### src/rtl/uart_rx.sv
// Purpose : oversampling UART receiver (8N1, LSB first) feeding a show-ahead receive FIFO read over MMIO.
// Latency : byte visible on rd_data/rx_valid on the edge that samples the stop bit (~2+1+(CLKS_PER_BIT-1)/2+9*CLKS_PER_BIT after the rx falling edge).
// Backpr. : none on the serial side; a byte arriving into a full FIFO (with no same-cycle pop) is dropped and sets sticky overrun.
//
// Ports:
//   clk       system clock, rising edge
//   rst       asynchronous, active-low reset
//   rx        serial input, idles high, asynchronous to clk
//   rd_en     pop the FIFO head (ignored while empty)
//   clr_err   one-cycle pulse clearing overrun and frame_err (a same-cycle error event wins)
//   rd_data   FIFO head, 0x00 while empty
//   rx_valid  FIFO not empty
//   rx_busy   receiver FSM not idle
//   overrun   sticky: byte dropped because the FIFO was full
//   frame_err sticky: stop bit sampled low, or parity mismatch
//
// Optional feature: define UART_RX_PARITY_EN for 8E1 frames (PARITY state between DATA and STOP).

module uart_rx #(
  parameter int CLKS_PER_BIT = 868,
  parameter int FIFO_DEPTH   = 8
) (
  input  logic       clk,
  input  logic       rst,
  input  logic       rx,
  input  logic       rd_en,
  input  logic       clr_err,
  output logic [7:0] rd_data,
  output logic       rx_valid,
  output logic       rx_busy,
  output logic       overrun,
  output logic       frame_err
);

  localparam int CW = (CLKS_PER_BIT > 1) ? $clog2(CLKS_PER_BIT) : 1;
  localparam int PW = (FIFO_DEPTH > 1) ? $clog2(FIFO_DEPTH) : 1;

  localparam logic [CW-1:0] HALF_CNT = CW'((CLKS_PER_BIT - 1) / 2);
  localparam logic [CW-1:0] LAST_CNT = CW'(CLKS_PER_BIT - 1);

  typedef enum logic [2:0] {
    IDLE      = 3'd0,
    START     = 3'd1,
    DATA      = 3'd2,
`ifdef UART_RX_PARITY_EN
    PARITY    = 3'd3,
`endif
    STOP      = 3'd4,
    WAIT_IDLE = 3'd5
  } state_t;

  // ---------------------------------------------------------------
  // Input synchroniser; rxs_prev_q feeds the falling-edge detector.
  // All three reset high so a line that is already low when reset
  // releases is not mistaken for a start bit until it goes high first.
  // ---------------------------------------------------------------
  logic rx_meta_q, rxs_q, rxs_prev_q;

  always_ff @(posedge clk or negedge rst) begin
    if (!rst) begin
      rx_meta_q  <= 1'b1;
      rxs_q      <= 1'b1;
      rxs_prev_q <= 1'b1;
    end else begin
      rx_meta_q  <= rx;
      rxs_q      <= rx_meta_q;
      rxs_prev_q <= rxs_q;
    end
  end

  // ---------------------------------------------------------------
  // Receive FSM
  // ---------------------------------------------------------------
  state_t        state_q, state_d;
  logic [CW-1:0] cnt_q, cnt_d;
  logic [2:0]    bit_idx_q, bit_idx_d;
  logic [7:0]    shift_q, shift_d;
  logic          push;
  logic          frame_set;
`ifdef UART_RX_PARITY_EN
  // Remembers a parity failure so STOP still runs but drops the byte.
  logic          par_bad_q, par_bad_d;
`endif

  always_comb begin
    state_d   = state_q;
    cnt_d     = cnt_q;
    bit_idx_d = bit_idx_q;
    shift_d   = shift_q;
    push      = 1'b0;
    frame_set = 1'b0;
`ifdef UART_RX_PARITY_EN
    par_bad_d = par_bad_q;
`endif

    case (state_q)
      IDLE: begin
        if (rxs_prev_q && !rxs_q) begin
          state_d = START;
          cnt_d   = '0;
        end
      end

      START: begin
        if (cnt_q == HALF_CNT) begin
          if (!rxs_q) begin
            // Still low at mid-bit: genuine start. Later samples land
            // one full bit apart, i.e. near each bit's centre.
            state_d   = DATA;
            cnt_d     = '0;
            bit_idx_d = '0;
`ifdef UART_RX_PARITY_EN
            par_bad_d = 1'b0;
`endif
          end else begin
            state_d = IDLE;
          end
        end else begin
          cnt_d = cnt_q + 1'b1;
        end
      end

      DATA: begin
        if (cnt_q == LAST_CNT) begin
          cnt_d   = '0;
          shift_d = {rxs_q, shift_q[7:1]};
          if (bit_idx_q == 3'd7) begin
`ifdef UART_RX_PARITY_EN
            state_d = PARITY;
`else
            state_d = STOP;
`endif
          end else begin
            bit_idx_d = bit_idx_q + 3'd1;
          end
        end else begin
          cnt_d = cnt_q + 1'b1;
        end
      end

`ifdef UART_RX_PARITY_EN
      PARITY: begin
        if (cnt_q == LAST_CNT) begin
          cnt_d   = '0;
          state_d = STOP;
          // Even parity: data bits plus parity bit must XOR to zero.
          if (^{shift_q, rxs_q}) begin
            frame_set = 1'b1;
            par_bad_d = 1'b1;
          end
        end else begin
          cnt_d = cnt_q + 1'b1;
        end
      end
`endif

      STOP: begin
        if (cnt_q == LAST_CNT) begin
          cnt_d = '0;
          if (rxs_q) begin
            // Leaving half a bit early lets a back-to-back start bit be seen.
            state_d = IDLE;
`ifdef UART_RX_PARITY_EN
            push    = !par_bad_q;
`else
            push    = 1'b1;
`endif
          end else begin
            frame_set = 1'b1;
            state_d   = WAIT_IDLE;
          end
        end else begin
          cnt_d = cnt_q + 1'b1;
        end
      end

      WAIT_IDLE: begin
        // Hold off until the line returns high so a break is not a start bit.
        if (rxs_q) begin
          state_d = IDLE;
        end
      end

      default: begin
        state_d = IDLE;
      end
    endcase
  end

  always_ff @(posedge clk or negedge rst) begin
    if (!rst) begin
      state_q   <= IDLE;
      cnt_q     <= '0;
      bit_idx_q <= '0;
      shift_q   <= '0;
`ifdef UART_RX_PARITY_EN
      par_bad_q <= 1'b0;
`endif
    end else begin
      state_q   <= state_d;
      cnt_q     <= cnt_d;
      bit_idx_q <= bit_idx_d;
      shift_q   <= shift_d;
`ifdef UART_RX_PARITY_EN
      par_bad_q <= par_bad_d;
`endif
    end
  end

  assign rx_busy = (state_q != IDLE);

  // ---------------------------------------------------------------
  // Show-ahead receive FIFO. Pointers carry an extra wrap bit so full
  // and empty are both just pointer comparisons.
  // ---------------------------------------------------------------
  logic [7:0]  mem_q [FIFO_DEPTH];
  logic [7:0]  mem_d [FIFO_DEPTH];
  logic [PW:0] wr_ptr_q, wr_ptr_d;
  logic [PW:0] rd_ptr_q, rd_ptr_d;
  logic        fifo_empty, fifo_full;
  logic        pop_ok, push_ok, ovr_set;

  assign fifo_empty = (wr_ptr_q == rd_ptr_q);
  assign fifo_full  = (wr_ptr_q[PW] != rd_ptr_q[PW]) &&
                      (wr_ptr_q[PW-1:0] == rd_ptr_q[PW-1:0]);

  // A pop in the same cycle frees the slot, so a push into a full FIFO
  // still succeeds then; only an unaccompanied push when full is dropped.
  assign pop_ok  = rd_en && !fifo_empty;
  assign push_ok = push && (!fifo_full || pop_ok);
  assign ovr_set = push && fifo_full && !pop_ok;

  always_comb begin
    mem_d    = mem_q;
    wr_ptr_d = wr_ptr_q + {{PW{1'b0}}, push_ok};
    rd_ptr_d = rd_ptr_q + {{PW{1'b0}}, pop_ok};
    if (push_ok) begin
      mem_d[wr_ptr_q[PW-1:0]] = shift_q;
    end
  end

  always_ff @(posedge clk or negedge rst) begin
    if (!rst) begin
      wr_ptr_q <= '0;
      rd_ptr_q <= '0;
      for (int i = 0; i < FIFO_DEPTH; i++) begin
        mem_q[i] <= '0;
      end
    end else begin
      wr_ptr_q <= wr_ptr_d;
      rd_ptr_q <= rd_ptr_d;
      mem_q    <= mem_d;
    end
  end

  assign rx_valid = !fifo_empty;
  assign rd_data  = fifo_empty ? 8'h00 : mem_q[rd_ptr_q[PW-1:0]];

  // ---------------------------------------------------------------
  // Sticky error flags: a new error in the clearing cycle wins.
  // ---------------------------------------------------------------
  logic overrun_q, overrun_d;
  logic frame_err_q, frame_err_d;

  always_comb begin
    overrun_d   = overrun_q;
    frame_err_d = frame_err_q;
    if (clr_err) begin
      overrun_d   = 1'b0;
      frame_err_d = 1'b0;
    end
    if (ovr_set) begin
      overrun_d = 1'b1;
    end
    if (frame_set) begin
      frame_err_d = 1'b1;
    end
  end

  always_ff @(posedge clk or negedge rst) begin
    if (!rst) begin
      overrun_q   <= 1'b0;
      frame_err_q <= 1'b0;
    end else begin
      overrun_q   <= overrun_d;
      frame_err_q <= frame_err_d;
    end
  end

  assign overrun   = overrun_q;
  assign frame_err = frame_err_q;

endmodule

### config.mk
export PLATFORM = sky130hd
export DESIGN_NAME = uart_rx
export DESIGN_NICKNAME = d
export VERILOG_FILES = /design/src/rtl/uart_rx.sv
export SDC_FILE = /design/constraint.sdc
export NUM_CORES = 1
export LEC_CHECK = 0
export ABC_CLOCK_PERIOD_IN_PS = 2200
export CORE_MARGIN = 2
export CORE_UTILIZATION = 41
export DETAILED_ROUTE_END_ITERATION = 8
export GPL_TIMING_DRIVEN = 0
export PLACE_DENSITY_LB_ADDON = 0.25
export REMOVE_ABC_BUFFERS = 1
export SYNTH_ARGS = -nofsm -noshare
export SYNTH_HDL_FRONTEND = slang
export SYNTH_SLANG_ARGS = --single-unit
### constraint.sdc
create_clock -name clk -period 2.2 [get_ports clk]
set_clock_uncertainty 0.2 [all_clocks]
set_input_delay 0.33 -clock clk [delete_from_list [all_inputs] [get_ports clk]]
set_output_delay 0.33 -clock clk [all_outputs]
set_load 0.01 [all_outputs]
# Word-level counts from Yosys, hierarchy flattened
# Index checks and enable logic that the tools add are counted.
classes:
  reduce_logical: 23
  add_sub_neg: 4
  n_lt_le_gt_ge: 3
  bitwise: 2
  eq_ne: 19
  mux: 35
op_table:
  columns: ["op", "n"]
  rows:
  - ["64-bit bitwise mux", 1]
  - ["10-bit two-way mux", 4]
  - ["3-bit two-way mux", 11]
  - ["8-bit two-way mux", 4]
  - ["10-bit case mux with 3 select lines", 1]
  - ["8-bit binary-select mux with 3-bit select", 1]
  - ["8-bit demux with 3-bit select", 1]
  - ["2-bit inequality test, second input constant", 8]
  - ["3-bit case mux with 5 select lines", 1]
  - ["10-bit by 1-bit adder with 10-bit output, second input constant", 1]
  - ["10-bit equality test, second input constant", 1]
  - ["10-bit by 9-bit equality test with 1-bit output, second input constant", 1]
  - ["3-bit equality test, second input constant", 3]
  - ["1-bit two-way mux", 9]
  - ["4-bit by 1-bit adder with 4-bit output", 2]
  - ["4-bit greater-or-equal comparator, second input constant", 2]
  - ["3-bit inverter with 4-bit output", 2]
  - ["1-bit logical AND", 7]
  - ["3-bit case mux with 2 select lines", 1]
  - ["6-bit AND reduction", 1]
  - ["2-bit nonzero test", 3]
  - ["3-bit nonzero test", 2]
  - ["5-bit AND reduction", 1]
  - ["4-bit equality test", 1]
  - ["other kinds (14)", 17]
word_totals:
  elab_cells: 105
  in_bits: 5
  regBits: 101
  out_inout_bits: 12

# Longest topological paths before layout
depth:
  depth_word: 6
  mapped_depth: 9
  mapped_depth_nobuf: 7

# Least setup slack after synthesis
# No wires, ideal clock.
synth_timing:
  path_type: "register to register"
  start: "reg rd_ptr_q[0]"
  end: "reg rd_ptr_q[2]"
  arrival_ns: 2.043
  path_buffers: 2
  required_ns: 1.854
  setup_slack_ns: -0.189
  setup_time_ns: 0.146
  stages_incl_launch_ff: 10
  synth_period_minus_slack_ns: 2.389
  path_cell_list: "dfrtp_1 buf_2 xor2_1 nor3_2 and2_1 clkbuf_1 nor2b_1 ha_1 ha_1 xor2_1"
synth_via:
  elab_chain_len: 4
synth_rtl:
  columns: ["element", "line_no", "source"]
  rows:
  - ["from (decl)", "219", "logic [PW:0] rd_ptr_q, rd_ptr_d;"]
  - ["from (signal assigned)", "251", "rd_ptr_q <= rd_ptr_d;"]
  - ["4-bit equality test", "223", "assign fifo_empty = (wr_ptr_q == rd_ptr_q);"]
  - ["1-bit zero test", "229", "assign pop_ok = rd_en && !fifo_empty;"]
  - ["1-bit logical AND", "229", null]
  - ["4-bit by 1-bit adder with 4-bit output (*)", "236", "rd_ptr_d = rd_ptr_q + {{PW{1'b0}}, pop_ok};"]
  - ["via rd_ptr_d[2]", "219", null]
# The timed path passes the listed nets; every way through them passes the cells marked *.
# A chain may end at the register's enable or synchronous reset.

# Worst setup path after layout
layout_timing:
  start: "reg wr_ptr_q[1]"
  end: "reg mem_q[38] (netlist bit)"
layout_via:
  elab_chain_len: 6
  elab_cells_between_ends: 15
  cone_classes: "2 x order compare; 2 x eq/ne; 3 x mux; 1 x bitwise; 7 x reduce/logical"
layout_rtl:
  columns: ["element", "line_no", "source"]
  rows:
  - ["from (decl)", "218", "logic [PW:0] wr_ptr_q, wr_ptr_d;"]
  - ["from (signal assigned)", "250", "wr_ptr_q <= wr_ptr_d;"]
  - ["3-bit inverter with 4-bit output (implied by the code)", "238", "mem_d[wr_ptr_q[PW-1:0]] = shift_q;"]
  - ["4-bit greater-or-equal comparator (implied by the code) / 4-bit by 1-bit < comparator with 1-bit output (equally long branches)", "238", null]
  - ["1-bit logical AND (implied by the code)", "238", null]
  - ["8-bit two-way mux (implied by the code)", "238", null]
  - ["8-bit demux with 3-bit select", "238", null]
  - ["64-bit bitwise mux", "238", null]
  - ["to (signal assigned)", "252", "mem_q <= mem_d;"]
  - ["to (decl)", "216", "logic [7:0] mem_q [FIFO_DEPTH];"]
# Several ways; a longest one is shown, not always the timed one.

==> results.py <==
metrics = {
    "run_status": {
        "status": "complete, but fails checks",
        "violations": "DRC, setup timing",
    },
    "yosys": {
        "ys_async_sr_fraction_pct": 100,
        "synth.distinct_cells": 54,
        "syn_inst": 360,
        "yosys_warnings": 0,
        "synthAdderAreaFrac_pct": 2.06,
        "synth_compound_area_share_pct": 5.32,
        "synth_edf_count": 0,
        "synth_area_leaders": "dfrtp_1 (50%), mux2_2 (17%), mux4_2 (7.4%), ha_1 (2.1%), mux2i_1 (2.1%)",
        "synth_top_area_share_pct": 50.4,
        "muxShareOfSynthArea_pct": 26.3,
        "ys.flop_type": "dfrtp_1",
        "synthSimpleGateAreaFrac_pct": 9.71,
        "syn_area_per_cell_um2": 13.5,
        "synth_top_family_by_area": "multiplexers",
        "synth_top_area_cell": "dfrtp_1",
        "synth_xor_area_share_pct": 1.80,
        "synth.ff_latch_count": 101,
        "ys_seq_area_share_pct": 52.0,
        "netlist_area_um2": 4870,
    },
    "job": {
        "drv_cap": 0,
    },
    "cells_and_area": {
        "mostFrequentLayoutCells": "dfrtp_1 (82), mux2_2 (47), buf_4 (39)",
        "finalNetCount": 445,
        "utilization_pct": 56.7,
        "flow.area_growth_from_synthesis_pct": 34.1,
        "final_common_cell": "dfrtp_1",
        "layout-drive-gt1-share_pct": 57.2,
        "fill_cells": 903,
        "diodes": 0,
    },
    "sta": {
        "hold_viol": 0,
        "worstMarginPinSlew_ps": 476,
        "slew_headroom_pct": 68.2,
        "finalCriticalPeriod_ps": 2540,
        "fmax_mhz": 393,
        "setup_violations": 80,
        "post-route-period-util_pct": 116,
        "rsz0062_at_grt": "yes",
        "slew_violations": 0,
        "worst_slack_ps": -342,
    },
    "route": {
        "drc": 2,
        "drt-pass1-iter-count": 6,
        "postRouteAntennaNets": 0,
        "via_per_inst": 5.59,
        "drt_wl_total_um": 11400,
        "drt_iter0_markers": 162,
        "wl_per_cell_um": 19.7,
        "vias": 3229,
    },
    "die": {
        "initial_core_util_pct": 42.3,
        "boundaryPins": 17,
        "dieArea_um2": 12800,
        "die_y_um": 113,
        "die_x_um": 113,
        "design.core.area_um2": 11500,
        "core.rowCount": 39,
    },
    "power_and_ir_drop": {
        "p_sw_share_pct": 31.3,
        "seqPwrFrac_pct": 37.8,
        "pwr-share-clk_pct": 27.4,
        "power.share.combinational_pct": 34.8,
        "p_sw_w": 0.00179,
        "peakVddDrop_mv": 0.427,
        "power.density_nw_per_um2": 876,
        "power.leakage_nw": 3.06,
        "p_int_w": 0.00393,
    },
    "placed_design": {
        "gp_congestion": 0.719,
        "numPortBuffers": 16,
        "dpl_worst_slack_ps": -1400,
        "hpwl_um": 5820,
    },
    "clock_tree": {
        "tritoncts": "done",
        "cts-htree-levels": 3,
        "cts_root_buf": "clkbuf_16",
        "clkSlewWorstSetupHoldPaths_ps": 70,
        "clkLatencyLatePin_ps": 350,
        "cts_num_sinks": 101,
        "cts_buffers": 9,
        "cts_buffer_depth": 2,
    },
    "setup_path": {
        "crit_arrival_ps": 2570,
        "critical_path.max_fanout": 8,
        "crit_path_max_incr_delay_ps": 530,
        "startpoint_type": "flip-flop",
        "crit_type": "reg2reg",
        "path_buf_inv": 2,
        "endpoint_kind": "flip-flop",
        "crit_family": "flip-flops",
        "cp_cell_sequence": "xor2_4 -> nor3_4 -> buf_6 -> a2111o_1 -> nor4bb_4 -> buf_12 -> mux2_4",
        "slowest_stage": "dfrtp_2",
        "crit_required_ps": 2230,
    },
    "global_route": {
        "grt_pass1_wl_um": 18200,
        "grt_max_degree": 67,
        "antenna_found_initial": 0,
        "grt_pass1_vias": 3337,
        "globalRouteTotalUtil_pct": 18.6,
        "overflow": 0,
    },
    "min_path": {
        "hp-class": "reg2reg",
    },
}
-- through the flow --
step / power [W] / TNS (ps) / cell area [um^2] / hold slack [ps] / instances
after detailed placement: 0.00312 / -87330 / 5150 / 119 / 497
after CTS: 0.00561 / -12110 / 6250 / 158 / 568
after floorplan: 0.00279 / -28640 / 4770 / -166 / 337
final: 0.00572 / -15040 / 6530 / 157 / 578
after global placement: 0.00310 / -413980 / 5110 / 147 / 496
after global routing: 0.00598 / -18380 / 6530 / 158 / 578
-- power groups by stage --
stage / registers (W) / clock network (W) / logic [W]
4_1_cts: 0.00213 / 0.00160 / 0.00188
6_report: 0.00216 / 0.00157 / 0.00199
5_1_grt: 0.00218 / 0.00168 / 0.00213
3_3_place_gp: 0.00236 / 0 / 0.000741
2_1_floorplan: 0.00223 / 0 / 0.000562
3_5_place_dp: 0.00236 / 0 / 0.000763
-- flip-flops by register name, summed over array words and instances (netlist names) --
register	count
overrun	1
rxs_q	1
state_q	3
rx_meta_q	1
mem_q	64
wr_ptr_q	4
shift_q	8
cnt_q	10
frame_err	1
bit_idx_q	3
rd_ptr_q	4
rxs_prev_q	1
-- Yosys cell counts, types with 2 or more instances --
| library cell | number |
|---|---|
| dfrtp_1 | 98 |
| mux2_2 | 73 |
| mux4_2 | 16 |
| nor2_1 | 15 |
| nand2_1 | 13 |
| mux2i_1 | 10 |
| buf_1 | 9 |
| inv_1 | 9 |
| ha_1 | 8 |
| a21oi_1 | 7 |
| buf_2 | 7 |
| xor2_1 | 7 |
| a31oi_1 | 6 |
| clkbuf_1 | 6 |
| nand3_1 | 6 |
| a22o_1 | 4 |
| nand2b_1 | 4 |
| nor3_1 | 4 |
| o22ai_1 | 4 |
| and2_1 | 3 |
| and3_1 | 3 |
| dfstp_2 | 3 |
| nor2b_1 | 3 |
| nor3b_1 | 3 |
| xnor2_1 | 3 |
| and4_1 | 2 |
| nand3b_2 | 2 |
| nand4_1 | 2 |
| nor3_2 | 2 |
| nor4bb_1 | 2 |
| or2_2 | 2 |
| or3_1 | 2 |
-- cell type report --
cell class              instances  area, um^2  share of cell area [%]
multi-input cells             228        2640                    40.5
clock buffers                   9         225                    3.45
repair buffers                 83         830                    12.7
inverters                       9        36.3                   0.556
well taps                     143         179                    2.74
clock inverters                 5        60.1                   0.920
flip-flops and latches        101        2560                    39.2
-- kinds of logic (layout without fill, tap and decap cells) --
family,after synthesis,count (layout)
compound gates,33,33
xor+xnor,10,10
fa+ha+maj,8,8
buf+inv,32,106
flops,101,101
mux,99,99
simple gates,77,78
-- path summary, 6_finish.rpt --
check	startpoint	end	slack (ps)	depth (start not counted)
max	wr_ptr_q[1]	mem_q[38]	-340	7
min	rx_meta_q	rxs_q	160	0
max reg2reg	wr_ptr_q[1]	mem_q[38]	-340	7
min reg2reg	rx_meta_q	rxs_q	160	0
max in group asynchronous	rst	rxs_prev_q	780	3
min in group asynchronous	rst	mem_q[52]	290	2
-- repair_timing --
item / 4_1_cts / 5_1_grt
buffers inserted: 54 / 18
hold buffers: 1 / 0
cloned: 2 / 0
resized for setup: 122 / 52
pin swaps: 16 / 25
setup endpoints to repair: 106 / 96
hold endpoints to repair: 35 / 0
-- routing by layer --
layer / part of all wire [%] / vias up / global-route usage [%]
met5: 0 / - / 0
met4: 1.4 / 0 / 6.26
met3: 2.5 / 10 / 3.21
met2: 49 / 48 / 28.7
met1: 47 / 1708 / 27.0
li1: - / 1463 / -
No activity file was read; power rests on OpenSTA's default activity.
